`src/rtl/tempo_sequencer.sv`:
```
// Game-phase controller: sequences countdown/play/pause/level-up/over and drives the beat divider.
// Latency: all outputs registered; a beat edge is counted one cycle after it appears on beat.
// Backpressure: none; pulse inputs are consumed in the cycle they arrive, or dropped where the state ignores them.
module tempo_sequencer #(
    parameter logic [26:0] MAX_L0          = 27'd24_999_999,
    parameter logic [26:0] STEP            = 27'd2_500_000,
    parameter logic [26:0] MIN_MAX         = 27'd4_999_999,
    parameter int          BEATS_PER_LEVEL = 16,
    parameter int          LEVELS          = 8,
    parameter int          COUNTDOWN_BEATS = 3,
    parameter int          MISS_LIMIT      = 4
) (
    input  logic        clk,
    input  logic        reset,
    input  logic        start,
    input  logic        pause_req,
    input  logic        beat,
    input  logic        hit,
    input  logic        miss,
    output logic [26:0] div_max,
    output logic        div_pause,
    output logic        div_reset,
    output logic [2:0]  state,
    output logic [2:0]  level,
    output logic [7:0]  beat_cnt,
    output logic [7:0]  score,
    output logic [3:0]  miss_cnt,
    output logic        game_over,
    output logic        win
);

    typedef enum logic [2:0] {
        S_IDLE      = 3'd0,
        S_COUNTDOWN = 3'd1,
        S_PLAY      = 3'd2,
        S_PAUSED    = 3'd3,
        S_LEVEL_UP  = 3'd4,
        S_OVER      = 3'd5
    } state_t;

    // Last-count comparisons are done against limit-1 so the counters never need a carry bit.
    localparam logic [7:0] BPL_LAST   = 8'(BEATS_PER_LEVEL - 1);
    localparam logic [7:0] CD_LAST    = 8'(COUNTDOWN_BEATS - 1);
    localparam logic [3:0] MISS_LAST  = 4'(MISS_LIMIT - 1);
    localparam logic [2:0] LEVEL_LAST = 3'(LEVELS - 1);
    // Floor threshold in 28 bits so MIN_MAX+STEP cannot wrap.
    localparam logic [27:0] FLOOR_THRESH = {1'b0, MIN_MAX} + {1'b0, STEP};

    state_t      st;
    logic        beat_q;
    logic        tick;
    logic [26:0] max_dec;
    logic [7:0]  score_inc;

    assign state     = st;
    assign tick      = beat ^ beat_q;
    assign score_inc = (score == 8'hFF) ? score : score + 8'd1;
    // Next tempo: step down, clamped at the floor without ever subtracting past it.
    assign max_dec   = ({1'b0, div_max} < FLOOR_THRESH) ? MIN_MAX : div_max - STEP;

    // Beat edge detector: previous beat level.
    always_ff @(posedge clk) begin
        if (reset) beat_q <= 1'b0;
        else       beat_q <= beat;
    end

    // Game-phase state machine with all divider controls and counters registered.
    always_ff @(posedge clk) begin
        if (reset || start) begin
            div_max   <= MAX_L0;
            level     <= 3'd0;
            beat_cnt  <= 8'd0;
            score     <= 8'd0;
            miss_cnt  <= 4'd0;
            game_over <= 1'b0;
            win       <= 1'b0;
            if (reset) begin
                st        <= S_IDLE;
                div_pause <= 1'b1;
                div_reset <= 1'b1;
            end else begin
                st        <= S_COUNTDOWN;
                div_pause <= 1'b0;
                div_reset <= 1'b0;
            end
        end else begin
            case (st)
                S_IDLE: begin
                    // Counters were cleared on entry; nothing moves until start.
                end
                S_COUNTDOWN: begin
                    if (tick) begin
                        if (beat_cnt == CD_LAST) begin
                            beat_cnt <= 8'd0;
                            st       <= S_PLAY;
                        end else begin
                            beat_cnt <= beat_cnt + 8'd1;
                        end
                    end
                end
                S_PLAY: begin
                    if (tick) beat_cnt <= beat_cnt + 8'd1;
                    if (hit)  score    <= score_inc;
                    if (miss) miss_cnt <= miss_cnt + 4'd1;
                    if (miss && miss_cnt == MISS_LAST) begin
                        st        <= S_OVER;
                        win       <= 1'b0;
                        game_over <= 1'b1;
                        div_pause <= 1'b1;
                    end else if (tick && beat_cnt == BPL_LAST) begin
                        st        <= S_LEVEL_UP;
                        div_reset <= 1'b1;
                    end else if (pause_req) begin
                        st        <= S_PAUSED;
                        div_pause <= 1'b1;
                    end
                end
                S_PAUSED: begin
                    if (pause_req) begin
                        st        <= S_PLAY;
                        div_pause <= 1'b0;
                    end
                end
                S_LEVEL_UP: begin
                    div_reset <= 1'b0;
                    if (level == LEVEL_LAST) begin
                        st        <= S_OVER;
                        win       <= 1'b1;
                        game_over <= 1'b1;
                        div_pause <= 1'b1;
                    end else begin
                        level    <= level + 3'd1;
                        div_max  <= max_dec;
                        beat_cnt <= 8'd0;
                        st       <= S_PLAY;
                    end
                end
                S_OVER: begin
                    // Final tallies hold until start.
                end
                default: begin
                    st        <= S_IDLE;
                    div_max   <= MAX_L0;
                    div_pause <= 1'b1;
                    div_reset <= 1'b1;
                    level     <= 3'd0;
                    beat_cnt  <= 8'd0;
                    score     <= 8'd0;
                    miss_cnt  <= 4'd0;
                    game_over <= 1'b0;
                    win       <= 1'b0;
                end
            endcase
        end
    end

endmodule
```
`config.mk`:
```
export PLATFORM = sky130hd
export DESIGN_NAME = tempo_sequencer
export DESIGN_NICKNAME = d
export VERILOG_FILES = /design/src/rtl/tempo_sequencer.sv
export SDC_FILE = /design/constraint.sdc
export NUM_CORES = 1
export LEC_CHECK = 0
export CAP_MARGIN = 20
export CORE_MARGIN = 1.5
export CORE_UTILIZATION = 52
export CTS_CLUSTER_SIZE = 16
export DETAILED_ROUTE_END_ITERATION = 12
export PLACE_DENSITY = 0.81
export SYNTH_ARGS = -nofsm -noshare
export SYNTH_HDL_FRONTEND = slang
export SYNTH_SLANG_ARGS = --single-unit
```
`constraint.sdc`:
```
create_clock -name clk -period 2.3 [get_ports clk]
set_input_delay 0.46 -clock clk [delete_from_list [all_inputs] [get_ports clk]]
set_output_delay 0.46 -clock clk [all_outputs]
set_load 0.01 [all_outputs]
```
==> impl_metrics.json <==
{
  "gp_congestion": 0.8923,
  "grt_pass1_vias": 2796,
  "p_leak_nw": 1.493,
  "dp_hpwl_mm": 5.948,
  "finalSetupViolations": 0,
  "cts_buffers": 5,
  "syn_avg_cell_area_um2": 8.658,
  "wl_per_cell_um": 16.15,
  "endpoint_kind": "flip-flop",
  "wl_met3_um": 466,
  "fin_setup_tns_ps": 0,
  "drive_above_1_share": 0.1344,
  "row_count": 28,
  "ctsHoldBuffers": 0,
  "die_h_um": 80.42,
  "slew_viol_final": 0,
  "slew_headroom": 0.6302,
  "final_antenna_net_count": 0,
  "worst_pin_slew_ps": 549.7,
  "worst_ep_arrival_time_ps": 2270,
  "synth_area_mm2": 0.003117,
  "cts.clk_slew.worst_paths_ps": 100,
  "hp-class": "flip-flop to flip-flop",
  "htree_levels": 2,
  "cts.sinks": 54,
  "yosys.area.top_type": "dfxtp_1",
  "fmax_mhz": 478.0,
  "grt-ovfl-total": 0,
  "min_period_ps": 2092,
  "areaGrowthSynthToFinish_pct": 31.23,
  "finalWirelength_mm": 8.299,
  "synth_seq_area_share": 0.3629,
  "grt_max_degree": 30,
  "dr.pass1.iters": 6,
  "peakVddDrop_v": 0.0003084,
  "remaining_drc_errors": 0,
  "ys_seq_elements": 54,
  "worstHoldPathCells": 2,
  "synth.area.top_cells": "dfxtp_1, edfxtp_1, nor2_1",
  "top_layer": "met4",
  "grt_pass1_wl_mm": 13.07,
  "start_util": 0.5327,
  "clockBufferDepth": 2,
  "crit_required_ps": 2480,
  "synth_most_common_cell": "dfxtp_1",
  "timing.max_cap.violations": 0,
  "wl_met2_mm": 4.139,
  "post-place-cells": 503,
  "yosys-top-cells-count": "dfxtp_1, nor2_1, nand2_1",
  "cts_tree": "built",
  "async_reset_ff_frac": 0,
  "die_w_um": 80.42,
  "core_area_mm2": 0.005851,
  "num_io_pins": 64,
  "drt-initial-drc-count": 242,
  "timing_worst_setup_path_type": "flip-flop to flip-flop",
  "post-route-period-util": 0.9096,
  "vias": 3045,
  "skew_ps": 6.094,
  "drt-met1-wl_mm": 3.562,
  "rsz0062_at_grt": "false",
  "viasPerCell": 5.924,
  "hold_viol": 0,
  "syn-instance-count": 360,
  "cts_root_buf": "clkbuf_8",
  "portBuffers": 63,
  "synth_fp_nets": 376,
  "grt.total_usage": 0.2614,
  "yosysTopAreaCellShare": 0.3147,
  "r2r_cells": 9,
  "worstPathMaxFanout": 11,
  "synth_edf_count": 5,
  "powerDensity_mw_per_mm2": 479.5,
  "finalPower_mw": 1.961,
  "die_area_mm2": 0.006467,
  "clk_latency_ps": 310,
  "status": "finished clean",
  "antenna_found_initial": 0,
  "synth_cell_types": 69,
  "fin_nets": 454,
  "final_cells": 514,
  "yosysWarnings": 0,
  "ys.flop_type": "dfxtp_1",
  "num_antenna_cells": 0,
  "startpoint_type": "flip-flop"
}
path summary, 6_finish.rpt:
path              slack, ps                     start                        to
hold / removal          470  div_max[26]$_SDFFE_PP0P_  div_max[26]$_SDFFE_PP0P_
hold reg to reg         470  div_max[26]$_SDFFE_PP0P_  div_max[26]$_SDFFE_PP0P_
setup reg to reg        210   div_max[5]$_SDFFE_PP1P_  div_max[12]$_SDFFE_PP1P_
setup / recovery        210   div_max[5]$_SDFFE_PP1P_  div_max[12]$_SDFFE_PP1P_
final cells by class:
type | instances | area, um2
flip-flops and latches | 54 | 1131
well taps | 75 | 93.84
clock inverters | 3 | 40.04
multi-input cells | 273 | 1839
fillers | 472 | 1760
repair buffers | 95 | 883.3
inverters | 9 | 33.78
clock buffers | 5 | 68.82
stage by stage:
step / hold slack [ps] / area, um2 / worst slack [ps] / util
global route: 494.9 / 4090 / 26.02 / 0.6991
floorplan: 472.7 / 3117 / 292.7 / -
finish: 467.5 / 4090 / 207.9 / 0.6991
global placement: 458.2 / 3945 / 169.2 / 0.6743
detailed placement: 451.4 / 3945 / 67.62 / 0.6743
CTS: 468.0 / 4054 / 60.06 / 0.6929
placed cells by master (no fill, tap or decap), drive strengths merged, types with 6 or more instances in the layout:
| cell type | count |
|---|---|
| clkdlybuf4s50 | 63 |
| dfxtp | 49 |
| nor2 | 40 |
| buf | 32 |
| nand2 | 22 |
| o21ai | 22 |
| a21oi | 21 |
| xor2 | 17 |
| o211ai | 16 |
| nand3 | 12 |
| o2111ai | 11 |
| inv | 9 |
| ha | 9 |
| nand2b | 7 |
| a211oi | 6 |
| xnor2 | 6 |
kinds of logic (layout without fill, tap and decap cells):
family,after synthesis,count (layout),share of synthesized area
buffers and inverters,33,112,0.05138
AND/OR/NAND/NOR,128,128,0.2156
adder cells (fa/ha/maj),9,9,0.03613
AO/OA/AOI/OAI,113,113,0.2694
XOR/XNOR,23,23,0.06463
flip-flops,54,54,0.3629
registers in the layout, indices dropped and copies added, names as in the netlist:
register,count
beat_cnt,8
beat_q,1
div_max,23
div_pause,1
div_reset,1
game_over,1
level,3
miss_cnt,4
score,8
state,3
win,1
layer usage:
| layer | GRT usage | vias to the layer above |
|---|---|---|
| li1 | - | 1487 |
| met1 | 0.3240 | 1428 |
| met2 | 0.4622 | 115 |
| met3 | 0.04659 | 15 |
| met4 | 0.07069 | 0 |
| met5 | 0 | - |
power by group:
| group | internal [mW] | switching (mW) | leakage (nW) |
|---|---|---|---|
| Combinational | 0.148 | 0.184 | 0.987 |
| Clock | 0.321 | 0.317 | 0.0579 |
| Sequential | 0.968 | 0.0229 | 0.448 |
| Total | 1.44 | 0.524 | 1.49 |
critical path: stages (launching register included):
cell,delay (ps)
dfxtp_1,390
inv_1,90
ha_1,200
a21o_1,190
a2111oi_2,340
buf_4,150
o2111ai_1,120
buf_4,210
a31oi_1,150
o221ai_1,130
what timing repair did:
item	CTS	global route
buffers inserted	0	3
resized for setup	0	3
setup endpoints to repair	0	17
(Power assumes the default switching activity.)
